`src/rtl/uart_pkg.sv`:
```
// Shared definitions for the UART transmit path: state encoding and parity modes.
package uart_pkg;

  // Serializer states. Encodings 5..7 are unused and fall back to ST_IDLE.
  typedef enum logic [2:0] {
    ST_IDLE   = 3'd0,
    ST_START  = 3'd1,
    ST_DATA   = 3'd2,
    ST_PARITY = 3'd3,
    ST_STOP   = 3'd4
  } tx_state_e;

  // Parity mode codes as seen on i_Parity_Mode; 2'b11 behaves like PAR_NONE.
  localparam logic [1:0] PAR_NONE = 2'b00;
  localparam logic [1:0] PAR_EVEN = 2'b01;
  localparam logic [1:0] PAR_ODD  = 2'b10;

  // True when the frame carries a parity bit.
  function automatic logic parity_enabled(input logic [1:0] mode);
    return (mode == PAR_EVEN) || (mode == PAR_ODD);
  endfunction

  // Parity bit from the XOR of the data bits: even keeps it, odd inverts it.
  function automatic logic parity_bit(input logic [1:0] mode, input logic data_xor);
    return data_xor ^ (mode == PAR_ODD);
  endfunction

endpackage

```
`src/rtl/uart_fifo.sv`:
```
// Small synchronous FIFO for queued transmit bytes. Head entry is visible
// combinationally on rdata_o; push while full and pop while empty are ignored.
module uart_fifo
  import uart_pkg::*;
#(
  parameter int WIDTH = 8,
  parameter int DEPTH = 4,
  localparam int PTR_W = $clog2(DEPTH),
  localparam int CNT_W = PTR_W + 1
) (
  input  logic             clk_i,
  input  logic             reset_i,
  input  logic             push_i,
  input  logic [WIDTH-1:0] wdata_i,
  input  logic             pop_i,
  output logic [WIDTH-1:0] rdata_o,
  output logic [CNT_W-1:0] count_o,
  output logic             full_o,
  output logic             empty_o
);

  logic [WIDTH-1:0] mem_q [DEPTH];
  logic [PTR_W-1:0] wr_ptr_q;
  logic [PTR_W-1:0] rd_ptr_q;
  logic [CNT_W-1:0] count_q;
  logic             push_ok;
  logic             pop_ok;

  assign full_o  = (count_q == CNT_W'(DEPTH));
  assign empty_o = (count_q == '0);
  assign push_ok = push_i && !full_o;
  assign pop_ok  = pop_i && !empty_o;
  assign rdata_o = mem_q[rd_ptr_q];
  assign count_o = count_q;

  // Storage write; contents need no reset because the pointers define validity.
  always_ff @(posedge clk_i) begin
    if (push_ok) begin
      mem_q[wr_ptr_q] <= wdata_i;
    end
  end

  // Pointer and occupancy tracking; pointers wrap naturally (DEPTH is a power of 2).
  always_ff @(posedge clk_i) begin
    if (reset_i) begin
      wr_ptr_q <= '0;
      rd_ptr_q <= '0;
      count_q  <= '0;
    end else begin
      if (push_ok) begin
        wr_ptr_q <= wr_ptr_q + PTR_W'(1);
      end
      if (pop_ok) begin
        rd_ptr_q <= rd_ptr_q + PTR_W'(1);
      end
      unique case ({push_ok, pop_ok})
        2'b10:   count_q <= count_q + CNT_W'(1);
        2'b01:   count_q <= count_q - CNT_W'(1);
        default: count_q <= count_q;
      endcase
    end
  end

endmodule

```
`src/rtl/uart_tx_ext.sv`:
```
// UART transmitter with a small input FIFO, optional even/odd parity and
// one or two stop bits. Frame settings are captured when a byte is popped.
//
// Handshake: a byte is accepted on every rising edge of i_Clock where
// i_Tx_Valid and o_Tx_Ready are both high; o_Tx_Ready is high whenever the
// FIFO has a free entry and does not depend on i_Tx_Valid. Offers made while
// o_Tx_Ready is low are dropped, and the offer need not be held afterwards.
module uart_tx_ext
  import uart_pkg::*;
#(
  parameter int CLKS_PER_BIT = 217,
  parameter int DATA_BITS    = 8,
  parameter int FIFO_DEPTH   = 4,
  localparam int FCNT_W      = $clog2(FIFO_DEPTH) + 1
) (
  input  logic                 i_Clock,
  input  logic                 reset,
  input  logic                 i_Tx_Valid,
  output logic                 o_Tx_Ready,
  input  logic [DATA_BITS-1:0] i_Tx_Byte,
  input  logic [1:0]           i_Parity_Mode,
  input  logic                 i_Two_Stop,
  output logic                 o_Tx_Serial,
  output logic                 o_Tx_Active,
  output logic                 o_Tx_Done,
  output logic [FCNT_W-1:0]    o_Fifo_Count
);

  localparam int TMR_W = $clog2(CLKS_PER_BIT);
  localparam int IDX_W = $clog2(DATA_BITS);
  localparam logic [TMR_W-1:0] TMR_LAST = TMR_W'(CLKS_PER_BIT - 1);
  localparam logic [IDX_W-1:0] IDX_LAST = IDX_W'(DATA_BITS - 1);

  // FIFO connections
  logic                 fifo_push;
  logic                 fifo_pop;
  logic [DATA_BITS-1:0] fifo_rdata;
  logic [FCNT_W-1:0]    fifo_count;
  logic                 fifo_full;
  logic                 fifo_empty;

  // Serializer state
  tx_state_e            state_q;
  logic [TMR_W-1:0]     tmr_q;       // cycles spent in the current bit
  logic [IDX_W-1:0]     idx_q;       // data bit being sent
  logic [DATA_BITS-1:0] shift_q;     // remaining data bits, LSB next
  logic                 par_en_q;    // frame carries a parity bit
  logic                 par_bit_q;   // parity bit value for the frame
  logic                 two_stop_q;  // frame ends with two stop bits
  logic                 stop2_q;     // currently in the second stop bit
  logic                 serial_q;
  logic                 active_q;
  logic                 done_q;

  // Derived per-cycle conditions
  logic                 bit_end_d;
  logic                 frame_end_d;
  logic                 load_d;

  assign fifo_push    = i_Tx_Valid && !fifo_full;
  assign fifo_pop     = load_d;
  assign o_Tx_Ready   = !fifo_full;
  assign o_Fifo_Count = fifo_count;
  assign o_Tx_Serial  = serial_q;
  assign o_Tx_Active  = active_q;
  assign o_Tx_Done    = done_q;

  uart_fifo #(
    .WIDTH (DATA_BITS),
    .DEPTH (FIFO_DEPTH)
  ) u_fifo (
    .clk_i   (i_Clock),
    .reset_i (reset),
    .push_i  (fifo_push),
    .wdata_i (i_Tx_Byte),
    .pop_i   (fifo_pop),
    .rdata_o (fifo_rdata),
    .count_o (fifo_count),
    .full_o  (fifo_full),
    .empty_o (fifo_empty)
  );

  // Bit-end, frame-end and pop decisions for the current cycle.
  always_comb begin
    bit_end_d   = (tmr_q == TMR_LAST);
    frame_end_d = (state_q == ST_STOP) && bit_end_d && (!two_stop_q || stop2_q);
    load_d      = !fifo_empty && ((state_q == ST_IDLE) || frame_end_d);
  end

  // Serializer FSM with bit timer and registered line/status outputs.
  always_ff @(posedge i_Clock) begin
    if (reset) begin
      state_q    <= ST_IDLE;
      tmr_q      <= '0;
      idx_q      <= '0;
      shift_q    <= '0;
      par_en_q   <= 1'b0;
      par_bit_q  <= 1'b0;
      two_stop_q <= 1'b0;
      stop2_q    <= 1'b0;
      serial_q   <= 1'b1;
      active_q   <= 1'b0;
      done_q     <= 1'b0;
    end else begin
      done_q <= 1'b0;
      if (load_d) begin
        // Pop the head byte and capture the frame settings in one edge,
        // either from IDLE or straight out of the last stop bit.
        state_q    <= ST_START;
        tmr_q      <= '0;
        idx_q      <= '0;
        stop2_q    <= 1'b0;
        shift_q    <= fifo_rdata;
        par_en_q   <= parity_enabled(i_Parity_Mode);
        par_bit_q  <= parity_bit(i_Parity_Mode, ^fifo_rdata);
        two_stop_q <= i_Two_Stop;
        serial_q   <= 1'b0;
        active_q   <= 1'b1;
        if (frame_end_d) begin
          done_q <= 1'b1;
        end
      end else begin
        if (state_q != ST_IDLE) begin
          tmr_q <= bit_end_d ? '0 : tmr_q + TMR_W'(1);
        end
        case (state_q)
          ST_IDLE: begin
            serial_q <= 1'b1;
            active_q <= 1'b0;
            tmr_q    <= '0;
          end
          ST_START: begin
            if (bit_end_d) begin
              state_q  <= ST_DATA;
              idx_q    <= '0;
              serial_q <= shift_q[0];
              shift_q  <= shift_q >> 1;
            end
          end
          ST_DATA: begin
            if (bit_end_d) begin
              if (idx_q == IDX_LAST) begin
                if (par_en_q) begin
                  state_q  <= ST_PARITY;
                  serial_q <= par_bit_q;
                end else begin
                  state_q  <= ST_STOP;
                  stop2_q  <= 1'b0;
                  serial_q <= 1'b1;
                end
              end else begin
                idx_q    <= idx_q + IDX_W'(1);
                serial_q <= shift_q[0];
                shift_q  <= shift_q >> 1;
              end
            end
          end
          ST_PARITY: begin
            if (bit_end_d) begin
              state_q  <= ST_STOP;
              stop2_q  <= 1'b0;
              serial_q <= 1'b1;
            end
          end
          ST_STOP: begin
            if (bit_end_d) begin
              if (two_stop_q && !stop2_q) begin
                stop2_q <= 1'b1;
              end else begin
                state_q  <= ST_IDLE;
                serial_q <= 1'b1;
                active_q <= 1'b0;
                done_q   <= 1'b1;
              end
            end
          end
          default: begin
            state_q  <= ST_IDLE;
            tmr_q    <= '0;
            idx_q    <= '0;
            serial_q <= 1'b1;
            active_q <= 1'b0;
          end
        endcase
      end
    end
  end

endmodule
```
`config.mk`:
```
export PLATFORM = sky130hd
export DESIGN_NAME = uart_tx_ext
export DESIGN_NICKNAME = d
export VERILOG_FILES = /design/src/rtl/uart_pkg.sv /design/src/rtl/uart_fifo.sv /design/src/rtl/uart_tx_ext.sv
export SDC_FILE = /design/constraint.sdc
export NUM_CORES = 1
export LEC_CHECK = 0
export CAP_MARGIN = 40
export CORE_MARGIN = 1.5
export CORE_UTILIZATION = 58
export DETAILED_ROUTE_END_ITERATION = 8
export HOLD_SLACK_MARGIN = 0.15
export PLACE_DENSITY = 0.79
export RECOVER_POWER = 25
export REMOVE_ABC_BUFFERS = 1
export SLEW_MARGIN = 0
export SYNTH_ARGS = -nofsm -noshare
export SYNTH_HDL_FRONTEND = slang
export SYNTH_SLANG_ARGS = --single-unit
```
`constraint.sdc`:
```
create_clock -name i_Clock -period 2.9 [get_ports i_Clock]
set_input_delay 0.29 -clock i_Clock [delete_from_list [all_inputs] [get_ports i_Clock]]
set_output_delay 0.29 -clock i_Clock [all_outputs]
set_load 0.03 [all_outputs]
```
==> results of run 1 <==
-- cell type report --
cell class	count	area [um^2]
tap	70	87.6
multi-input combinational	175	1300
clock inverter	4	70.1
fill	396	1510
timing repair buffer	27	253
sequential	70	1720
clock buffer	12	145
inverter	13	48.8
-- stage by stage --
| step | setup slack, ns | hold slack (ns) | power (mW) | instance area [um^2] |
|---|---|---|---|---|
| finish | 0.390 | 0.480 | 3.34 | 3630 |
| detailed placement | 0.415 | 0.473 | 2.51 | 3410 |
| floorplan | 0.226 | 0.359 | 2.15 | 3070 |
| global route | 0.228 | 0.512 | 3.55 | 3630 |
| CTS | 0.395 | 0.485 | 3.36 | 3630 |
| global placement | 0.506 | 0.465 | 2.46 | 3410 |
-- kinds of logic (layout without fill, tap and decap cells) --
| group | after synthesis | in the layout | synth area share |
|---|---|---|---|
| DFF | 70 | 70 | 0.553 |
| and+or+nand+nor | 89 | 89 | 0.148 |
| muxes | 15 | 15 | 0.0877 |
| buffers and inverters | 22 | 56 | 0.0289 |
| adders and majority gates | 11 | 11 | 0.0466 |
| xor gates and xnor gates | 16 | 16 | 0.0495 |
| AOI/OAI and AO/OA | 44 | 44 | 0.0865 |
-- metal layers --
metal / global-route usage / part of all wire / vias up
met5: 0 / 0 / -
met4: 0.106 / 0.017 / 0
met3: 0.0587 / 0.041 / 9
met2: 0.340 / 0.48 / 48
met1: 0.306 / 0.46 / 1037
li1: - / - / 1031
-- power breakdown --
| part | internal (mW) | switching (mW) | total [mW] |
|---|---|---|---|
| Clock | 0.506 | 0.345 | 0.851 |
| Sequential | 1.22 | 0.125 | 1.34 |
| Combinational | 0.526 | 0.625 | 1.15 |
| Total | 2.25 | 1.10 | 3.34 |
-- worst max-delay path by stage --
stage	from	end	slack (ns)	cells after the start
final	state_q[0]	u_fifo.count_o[2]	0.39	9
after global routing	state_q[1]	u_fifo.count_o[2]	0.23	10
after CTS	state_q[0]	u_fifo.count_o[2]	0.40	9
after detailed placement	state_q[0]	u_fifo.count_o[2]	0.41	9
after global placement	state_q[0]	u_fifo.count_o[2]	0.51	9
after floorplan	state_q[2]	u_fifo.count_o[2]	0.23	10
-- registers in the layout, indices dropped and copies added (netlist names), named ones only --
register         count
u_fifo.mem_q        32
shift_q              8
tmr_q                8
idx_q                3
state_q              3
u_fifo.count_o       3
u_fifo.rd_ptr_q      2
u_fifo.wr_ptr_q      2
o_Tx_Active          1
o_Tx_Done            1
o_Tx_Serial          1
par_bit_q            1
par_en_q             1
stop2_q              1
two_stop_q           1
-- placed cells by master, fill, tap and decap left out, types with 3 or more instances in the layout --
cell,instances
nand3_1,4
edfxtp_1,32
ha_1,10
or3_1,3
mux4_1,6
nand2_1,13
nor2_1,32
mux2i_1,7
and3_1,6
dfxtp_1,38
and2_1,4
nand4_1,7
clkdlybuf4s50_1,13
dlygate4sd3_1,7
a211oi_1,9
nand2b_1,5
clkbuf_8,10
o21ai_0,8
inv_1,12
a21oi_1,18
nor3_1,3
xor2_1,8
buf_4,7
xnor2_1,7
nand3b_1,3
-- worst max-delay path, delay by kind of cell, from the launching register on --
kind / cells / cell delay [ns]
compound gates: 2 / 0.34
flops: 1 / 0.42
fa+ha+maj: 2 / 0.56
xor+xnor: 1 / 0.18
simple gates: 2 / 0.81
buf+inv: 2 / 0.12
==> flow_summary_export.csv, run 1 <==
group,metric,value,unit
run_status,status,"completed",
yosys,synth_area_per_cell,11.7,um^2
route,totalWireLength,5730,um
grt,grt_max_degree,23,
clock_network,cts_made_buffers,9,
critical_path,path_max_fanout,13,
sta,tightest_slew,0.470,ns
cells_and_area,num_antenna_cells,0,
critical_path,path_cells,"or3_1 -> a21o_1 -> clkinv_1 -> ha_1 -> inv_1 -> fa_1 -> xor2_1 -> or3_1 -> a21oi_1",
grt,antenna_found_initial,0,
hold_path,min-delay-start,"par_bit_q",
critical_path,crit_arrival,2.78,ns
clock_network,root_buffer,"clkbuf_8",
critical_path,r2r-end,"u_fifo.count_o[2]",
sta,finalHoldViolCount,0,
route,wl_per_cell,15.4,um
sta,clock_skew,0.00797,ns
route,drc_errors,0,
placed_design,gp_congestion,0.830,
cells_and_area,drive_above_1_share,0.0831,
sta,tns,0,ns
hold_path,holdPathEnd,"par_bit_q",
clock_network,cts_buffer_depth,2,
yosys,synth.area.top_cells,"edfxtp_1, dfxtp_1, mux4_1",
route,initialDrtViolationCount,213,
floorplanning,die_area,0.00581,mm^2
floorplanning,num_io_pins,21,
sta,slew_headroom,0.682,
critical_path,startpoint_type,"flop",
floorplanning,core_area,0.00514,mm^2
route,route.vias.total,2125,
critical_path,crit_path_frequent_cell,"or3_1",
pwr,p_leak,1.27,nW
hold_path,whs_path_depth,2,
yosys,synth.top_cells.by_count,"dfxtp_1, edfxtp_1, nor2_1",
clock_network,hold_buffers,0,
floorplanning,chipHeight,76.2,um
yosys,ys_async_sr_fraction,0,
sta,clock.fmax,398,MHz
clock_network,clk_latency,0.35,ns
critical_path,crit_path_end_kind,"flop",
yosys,synth_edf_count,32,
route,postRouteAntennaNets,0,
critical_path,worstPathRequired,3.17,ns
grt,first_global_vias,2111,
clock_network,cts_setup_buffers,0,
yosys,seq_area_frac_synth,0.553,
hold_path,hold_class,"flop to flop",
critical_path,r2r_setup_slack,0.39,ns
yosys,synth_cell_types,43,
grt,globalRouteTotalUtil,0.225,
cells_and_area,syn2layout_area_growth,16.5,%
clock_network,cts.sinks,70,
critical_path,rr_startpoint,"state_q[0]",
placed_design,dp_hpwl,4040,um
critical_path,criticalPathCategory,"flop to flop",
yosys,synthFlopType,"dfxtp_1",
yosys,synth.most_common_cell,"dfxtp_1",
grt,grt_first_pass_wirelength,10100,um
grt,grt_overflow,0,
cells_and_area,final_util,0.705,
placed_design,io_buffers,20,
sta,min_period,2.51,ns
run,maxCapViolCount,0,
clock_network,clk_pin_slew_worst_paths,0.07,ns
yosys,synth_top_area_cell,"edfxtp_1",
placed_design,placed_cells,355,
route,vias_per_cell,5.73,
floorplanning,start_util,0.605,
pwr,p_per_area,922,mW/mm^2
yosys,netlist_area,0.00311,mm^2
yosys,synth_cells,267,
yosys,ys_ff_latch,70,
floorplanning,rows,26,
sta,rsz0062_at_grt,"false",
yosys,synth_top_area_share,0.309,
cells_and_area,fin_nets,321,
sta,post-route-period-util,0.865,
critical_path,reg2reg_depth,9,
critical_path,critPathMaxStageDelay,0.50,ns
cells_and_area,final-instance-count-excl-fill,371,
route,first_pass_iters,4,
sta,drv_slew,0,
clock_network,cts-resized-gates,0,
clock_network,tritoncts,"built",
pwr,peakVddDrop,0.000672,V
floorplanning,die_w,76.2,um
yosys,yosys_warnings,0,
clock_network,htree_levels,3,
sta,finalSetupViolCount,0,
critical_path,slowest_stage,"or3_1",
Note: power is estimated with default switching activity, not from simulation.
==> run 2, diff against run 1 <==
--- a/config.mk
+++ b/config.mk
@@ -5,6 +5,7 @@
 export SDC_FILE = /design/constraint.sdc
 export NUM_CORES = 1
 export LEC_CHECK = 0
+export ABC_CLOCK_PERIOD_IN_PS = 2900
 export CAP_MARGIN = 40
 export CORE_MARGIN = 1.5
 export CORE_UTILIZATION = 58
==> results of run 2 <==
Final layout, timing and power as in run 1 (identical DEF).
